`src/rtl/icache_refill_if.sv`:
```
// Signal bundle for the icache refill engine: fetch miss handshake, memory read
// channel, and the data-RAM / tag-RAM write ports.
interface icache_refill_if;
  logic        miss_req;
  logic [31:0] miss_addr;
  logic        inv_req;
  logic        busy;
  logic        done;
  logic        crit_valid;
  logic [31:0] crit_data;
  logic        ar_valid;
  logic        ar_ready;
  logic [31:0] ar_addr;
  logic [7:0]  ar_len;
  logic        r_valid;
  logic        r_ready;
  logic [31:0] r_data;
  logic        r_last;
  logic        dwen;
  logic [6:0]  dindex;
  logic [2:0]  doffset;
  logic [31:0] ddata;
  logic        twen;
  logic [6:0]  tindex;
  logic [19:0] ttag;
  logic        tvalid;

  // Engine side.
  modport master (
    input  miss_req, miss_addr, inv_req, ar_ready, r_valid, r_data, r_last,
    output busy, done, crit_valid, crit_data, ar_valid, ar_addr, ar_len, r_ready,
           dwen, dindex, doffset, ddata, twen, tindex, ttag, tvalid
  );

  // Fetch / memory / cache-array side.
  modport slave (
    output miss_req, miss_addr, inv_req, ar_ready, r_valid, r_data, r_last,
    input  busy, done, crit_valid, crit_data, ar_valid, ar_addr, ar_len, r_ready,
           dwen, dindex, doffset, ddata, twen, tindex, ttag, tvalid
  );
endinterface

```
`src/rtl/icache_refill.sv`:
```
// Instruction-cache refill engine: 8-beat line fill with critical-word forward,
// tag install, and a valid-clear sweep of all 128 tag entries.
module icache_refill (
  input logic             clk,
  input logic             rst,
  icache_refill_if.master bus
);

  typedef enum logic [2:0] {StInv, StIdle, StAr, StR, StTag} state_e;

  state_e      state_q, state_d;
  logic [6:0]  cnt_q, cnt_d;
  logic        inv_pend_q, inv_pend_d;
  // Word address of the miss (addr[31:2]); byte offset is never needed.
  logic [29:0] addr_q, addr_d;
  logic [2:0]  beat_q, beat_d;

  always_ff @(posedge clk) begin
    if (rst) begin
      state_q    <= StInv;
      cnt_q      <= '0;
      inv_pend_q <= 1'b0;
      addr_q     <= '0;
      beat_q     <= '0;
    end else begin
      state_q    <= state_d;
      cnt_q      <= cnt_d;
      inv_pend_q <= inv_pend_d;
      addr_q     <= addr_d;
      beat_q     <= beat_d;
    end
  end

  always_comb begin
    state_d    = state_q;
    cnt_d      = cnt_q;
    inv_pend_d = inv_pend_q;
    addr_d     = addr_q;
    beat_d     = beat_q;

    bus.busy       = 1'b1;
    bus.done       = 1'b0;
    bus.crit_valid = 1'b0;
    bus.crit_data  = '0;
    bus.ar_valid   = 1'b0;
    bus.ar_addr    = {addr_q[29:3], 5'b0};
    bus.ar_len     = 8'd7;
    bus.r_ready    = 1'b0;
    bus.dwen       = 1'b0;
    bus.dindex     = '0;
    bus.doffset    = '0;
    bus.ddata      = '0;
    bus.twen       = 1'b0;
    bus.tindex     = '0;
    bus.ttag       = '0;
    bus.tvalid     = 1'b0;

    unique case (state_q)
      StInv: begin
        bus.twen   = 1'b1;
        bus.tindex = cnt_q;
        if (cnt_q == 7'd127) begin
          state_d = StIdle;
        end else begin
          cnt_d = cnt_q + 7'd1;
        end
      end
      StIdle: begin
        bus.busy = 1'b0;
        // Invalidate wins; a held miss_req is picked up again after the sweep.
        if (bus.inv_req || inv_pend_q) begin
          state_d    = StInv;
          cnt_d      = '0;
          inv_pend_d = 1'b0;
        end else if (bus.miss_req) begin
          addr_d  = bus.miss_addr[31:2];
          state_d = StAr;
        end
      end
      StAr: begin
        bus.ar_valid = 1'b1;
        if (bus.ar_ready) begin
          state_d = StR;
          beat_d  = '0;
        end
      end
      StR: begin
        bus.r_ready = 1'b1;
        if (bus.r_valid) begin
          bus.dwen    = 1'b1;
          bus.dindex  = addr_q[9:3];
          bus.doffset = beat_q;
          bus.ddata   = bus.r_data;
          if (beat_q == addr_q[2:0]) begin
            bus.crit_valid = 1'b1;
            bus.crit_data  = bus.r_data;
          end
          beat_d = beat_q + 3'd1;
          // r_last alone ends the burst; the beat count is not cross-checked.
          if (bus.r_last) begin
            state_d = StTag;
          end
        end
      end
      StTag: begin
        bus.twen   = 1'b1;
        bus.tindex = addr_q[9:3];
        bus.ttag   = addr_q[29:10];
        bus.tvalid = 1'b1;
        bus.done   = 1'b1;
        state_d    = StIdle;
      end
      default: begin
        state_d = StInv;
        cnt_d   = '0;
      end
    endcase

    // A request during a refill is deferred until the line is installed.
    if (bus.inv_req && (state_q == StAr || state_q == StR || state_q == StTag)) begin
      inv_pend_d = 1'b1;
    end
  end

endmodule

```
`src/flat_wrapper.sv`:
```
// flat-port wrapper written by rule: the top's interface ports become plain ports
module icache_refill_flat 
  (clk, rst, bus_miss_req, bus_miss_addr, bus_inv_req, bus_ar_ready, bus_r_valid, bus_r_data, bus_r_last, bus_busy, bus_done, bus_crit_valid, bus_crit_data, bus_ar_valid, bus_ar_addr, bus_ar_len, bus_r_ready, bus_dwen, bus_dindex, bus_doffset, bus_ddata, bus_twen, bus_tindex, bus_ttag, bus_tvalid);
  icache_refill_if bus_i ();
  input logic clk;
  input logic rst;
  input wire logic [$bits(bus_i.miss_req)-1:0] bus_miss_req;
  input wire logic [$bits(bus_i.miss_addr)-1:0] bus_miss_addr;
  input wire logic [$bits(bus_i.inv_req)-1:0] bus_inv_req;
  input wire logic [$bits(bus_i.ar_ready)-1:0] bus_ar_ready;
  input wire logic [$bits(bus_i.r_valid)-1:0] bus_r_valid;
  input wire logic [$bits(bus_i.r_data)-1:0] bus_r_data;
  input wire logic [$bits(bus_i.r_last)-1:0] bus_r_last;
  output wire logic [$bits(bus_i.busy)-1:0] bus_busy;
  output wire logic [$bits(bus_i.done)-1:0] bus_done;
  output wire logic [$bits(bus_i.crit_valid)-1:0] bus_crit_valid;
  output wire logic [$bits(bus_i.crit_data)-1:0] bus_crit_data;
  output wire logic [$bits(bus_i.ar_valid)-1:0] bus_ar_valid;
  output wire logic [$bits(bus_i.ar_addr)-1:0] bus_ar_addr;
  output wire logic [$bits(bus_i.ar_len)-1:0] bus_ar_len;
  output wire logic [$bits(bus_i.r_ready)-1:0] bus_r_ready;
  output wire logic [$bits(bus_i.dwen)-1:0] bus_dwen;
  output wire logic [$bits(bus_i.dindex)-1:0] bus_dindex;
  output wire logic [$bits(bus_i.doffset)-1:0] bus_doffset;
  output wire logic [$bits(bus_i.ddata)-1:0] bus_ddata;
  output wire logic [$bits(bus_i.twen)-1:0] bus_twen;
  output wire logic [$bits(bus_i.tindex)-1:0] bus_tindex;
  output wire logic [$bits(bus_i.ttag)-1:0] bus_ttag;
  output wire logic [$bits(bus_i.tvalid)-1:0] bus_tvalid;
  assign bus_i.miss_req = bus_miss_req;
  assign bus_i.miss_addr = bus_miss_addr;
  assign bus_i.inv_req = bus_inv_req;
  assign bus_i.ar_ready = bus_ar_ready;
  assign bus_i.r_valid = bus_r_valid;
  assign bus_i.r_data = bus_r_data;
  assign bus_i.r_last = bus_r_last;
  assign bus_busy = bus_i.busy;
  assign bus_done = bus_i.done;
  assign bus_crit_valid = bus_i.crit_valid;
  assign bus_crit_data = bus_i.crit_data;
  assign bus_ar_valid = bus_i.ar_valid;
  assign bus_ar_addr = bus_i.ar_addr;
  assign bus_ar_len = bus_i.ar_len;
  assign bus_r_ready = bus_i.r_ready;
  assign bus_dwen = bus_i.dwen;
  assign bus_dindex = bus_i.dindex;
  assign bus_doffset = bus_i.doffset;
  assign bus_ddata = bus_i.ddata;
  assign bus_twen = bus_i.twen;
  assign bus_tindex = bus_i.tindex;
  assign bus_ttag = bus_i.ttag;
  assign bus_tvalid = bus_i.tvalid;
  icache_refill u_core (.clk(clk), .rst(rst), .bus(bus_i));
endmodule
```
`config.mk`:
```
export PLATFORM = sky130hd
export DESIGN_NAME = icache_refill_flat
export DESIGN_NICKNAME = d
export VERILOG_FILES = /design/src/rtl/icache_refill_if.sv /design/src/rtl/icache_refill.sv /design/src/flat_wrapper.sv
export SDC_FILE = /design/constraint.sdc
export NUM_CORES = 1
export LEC_CHECK = 0
export ABC_CLOCK_PERIOD_IN_PS = 2800
export CORE_ASPECT_RATIO = 0.75
export CORE_MARGIN = 2
export CORE_UTILIZATION = 35
export DETAILED_ROUTE_END_ITERATION = 8
export GPL_TIMING_DRIVEN = 1
export PLACE_DENSITY = 0.83
export SLEW_MARGIN = 20
export SYNTH_ARGS = -nofsm -noshare
export SYNTH_HDL_FRONTEND = slang
export SYNTH_SLANG_ARGS = --single-unit
```
`constraint.sdc`:
```
create_clock -name clk -period 2.8 [get_ports clk]
set_input_delay 0.56 -clock clk [delete_from_list [all_inputs] [get_ports clk]]
set_output_delay 0.56 -clock clk [all_outputs]
set_load 0.005 [all_outputs]
```
==> impl_metrics.ini <==
[route]
post_drt_wl_per_cell_um = 14.9
postRouteAntennaNets = 0
routed_via_density = 4.63
wirelength_um = 9920
drt_pass1_iterations = 4
drtIter0Drc = 93
dr_total_vias = 3077
drcViolationCount = 0

[floorplanning]
die_height_um = 82.9
coreArea_sq_um = 7950
die_x_um = 109
die_area_sq_um = 9050
initial_core_util = 0.365
boundaryPins = 220
rows = 28

[cells_and_area]
layout-area-overhead-vs-synth_pct = 70.0
final_area_sq_um = 4930
finalNetCount = 632
layout-drive-gt1-share = 0.0500
n_antenna_cell = 0

[synthesis]
synth_cells = 391
synth_top_area_share = 0.303
yosys.area.top_type = dfxtp_1
ys_types = 43
synth_area_leaders = dfxtp_1 (30%), and2_1 (16%), buf_4 (11%)
ys_ff_latch = 44
synth_edf_count = 0
synth_top_family_by_area = simple AND/OR/NAND/NOR gates
synth-xor-area-share = 0.0121
seq_area_frac_synth = 0.303
syn_area_sq_um = 2900
yosys.area_share.simple = 0.368
synth_ff_type = dfxtp_1
synth.area.mux_share = 0.0310
yosys_warnings = 0
avgSynthCellArea_sq_um = 7.42
yosys.area_share.adder = 0.00862
ys_top_cells_by_count = and2_1 (76), nand2_1 (67), dfxtp_1 (44)
yosysMostFrequentCell = and2_1
synth_compound_area_frac = 0.120
synthArstFlopShare = 0

[sta]
rsz0062_at_grt = no
clock.fmax_ghz = 0.386
setup_tns_ps = 0
final-setup-viol-count = 0
whs_ps = 470
worst_slew_pin_slew_ps = 515
fin_crit_sh = 0.924
finalClockSkew_ps = 8.66
hold_viol = 0
relSlewSlack = 0.657
drv_slew = 0
post-route-min-period_ps = 2590
worst_slack_ps = 212

[power]
vdd_drop_max_mv = 0.199
p_leak_nw = 2.34
p_total_mw = 1.28
power-per-cell-area_nw_per_um2 = 259

[clocking]
cts_max_path_buffers = 2
htreeDepth = 2
clock-sinks = 44
holdBufCountCts = 0
cts_made_buffers = 5
tritoncts = built
cts-root-buf = clkbuf_8
clk_latency_ps = 300
path_clk_slew_ps = 90

[critical_path]
critPathKind = flop to output port
worstPathRequired_ps = 2240
critPathCaptureType = output port
timing.rr.end = u_core.addr_q[5]$_SDFFE_PP0P_
ff2ff_path_depth = 6
cp-startpoint = u_core.state_q[0]$_SDFFE_PP0P_
rr_startpoint = u_core.state_q[2]$_SDFFE_PP0P_
start_kind = flop
arrival_ps = 2030
crit_path_max_fanout = 16
rrSetupSlack_ps = 920

[grt]
track_usage = 0.212
grt_pass1_vias = 2992
grt_pass1_wl_um = 15500
antenna_found_initial = 0
overflow = 0
grt_start_max_net_pins = 39

[placement]
hpwl_um = 7340
placed_area_sq_um = 4740
dpl_worst_slack_ps = -128
io_buffer_count = 204
place_congestion = 0.854

[job]
max_cap_violations = 0

[min_path]
hold_path_end = u_core.addr_q[17]$_SDFFE_PP0P_
hold_path.class = flop to flop
hold_depth = 2
min_from = u_core.addr_q[17]$_SDFFE_PP0P_

[run_status]
status = complete, no violations
[power breakdown]
part | internal, mW | total [mW] | switching [mW] | leakage (nW)
registers | 0.641 | 0.665 | 0.0241 | 0.355
clock network | 0.201 | 0.416 | 0.215 | 0.0445
logic | 0.131 | 0.196 | 0.0654 | 1.94
total | 0.972 | 1.28 | 0.305 | 2.34
[flip-flops by register name, indices dropped and copies added, names as in the netlist]
signal             flops
u_core.addr_q         30
u_core.cnt_q           7
u_core.beat_q          3
u_core.state_q         3
u_core.inv_pend_q      1
[layer usage]
metal,track usage,routed length (um)
met1,0.267,4380
met2,0.369,4910
met3,0.0502,603
met4,0.0361,28
met5,0,0
[metrics by stage]
stage | utilization | cells
floorplan | - | 402
global placement | 0.596 | 650
detailed placement | 0.596 | 650
CTS | 0.610 | 661
global route | 0.621 | 665
finish | 0.621 | 665
[cell usage in the layout, fill, tap and decap left out, drive strengths merged, types with 2 or more instances in the layout]
cell	n
a211oi	2
a21oi	35
a31oi	5
and2	76
and3	22
buf	14
clkbuf	8
clkdlybuf4s50	144
conb	13
dfxtp	44
dlygate4sd2	45
dlymetal6s2s	14
ha	2
inv	4
mux2i	9
nand2	67
nand2b	3
nand3	5
nor2	12
nor2b	3
nor3	2
nor3b	4
o211ai	2
o21ai	5
o21bai	2
xnor2	3
[cell type report]
cell class | count | area [sq um]
inverter | 4 | 17.5
sequential | 44 | 881
clock inverter | 1 | 7.51
clock buffer | 7 | 86.3
multi-input combinational | 286 | 1620
fill | 728 | 3020
timing repair buffer | 218 | 2190
tap | 105 | 131
[how the worst max path moves through the flow]
stage                            end  slack [ps]  cells past startpoint
floorplan                 bus_tvalid         840                      7
global placement    bus_crit_data[2]        -100                      6
detailed placement  bus_crit_data[5]        -130                      6
CTS                    bus_ddata[27]         -30                      7
global route          bus_doffset[2]         100                      5
finish                 bus_ddata[18]         210                      5
[logic make-up after synthesis]
kind of cell | count (synthesis)
other | 2
multiplexers | 9
AO/OA/AOI/OAI | 59
buffers and inverters | 72
XOR/XNOR | 4
adder cells (fa/ha/maj) | 2
flip-flops | 44
AND/OR/NAND/NOR | 199
[critical path: stages (launching register included)]
cell and delay (ps):
dfxtp_1 490, and4b_1 300, buf_6 150, clkbuf_16 160, and2_1 120, clkdlybuf4s50_1 500
[timing repair]
item | 4_1_cts | 5_1_grt
setup endpoints to repair | 55 | 40
setup buffers | 2 | 3
cloned | 1 | 1
gates resized for setup | 54 | 16
Power figures use the tool's default switching activity.
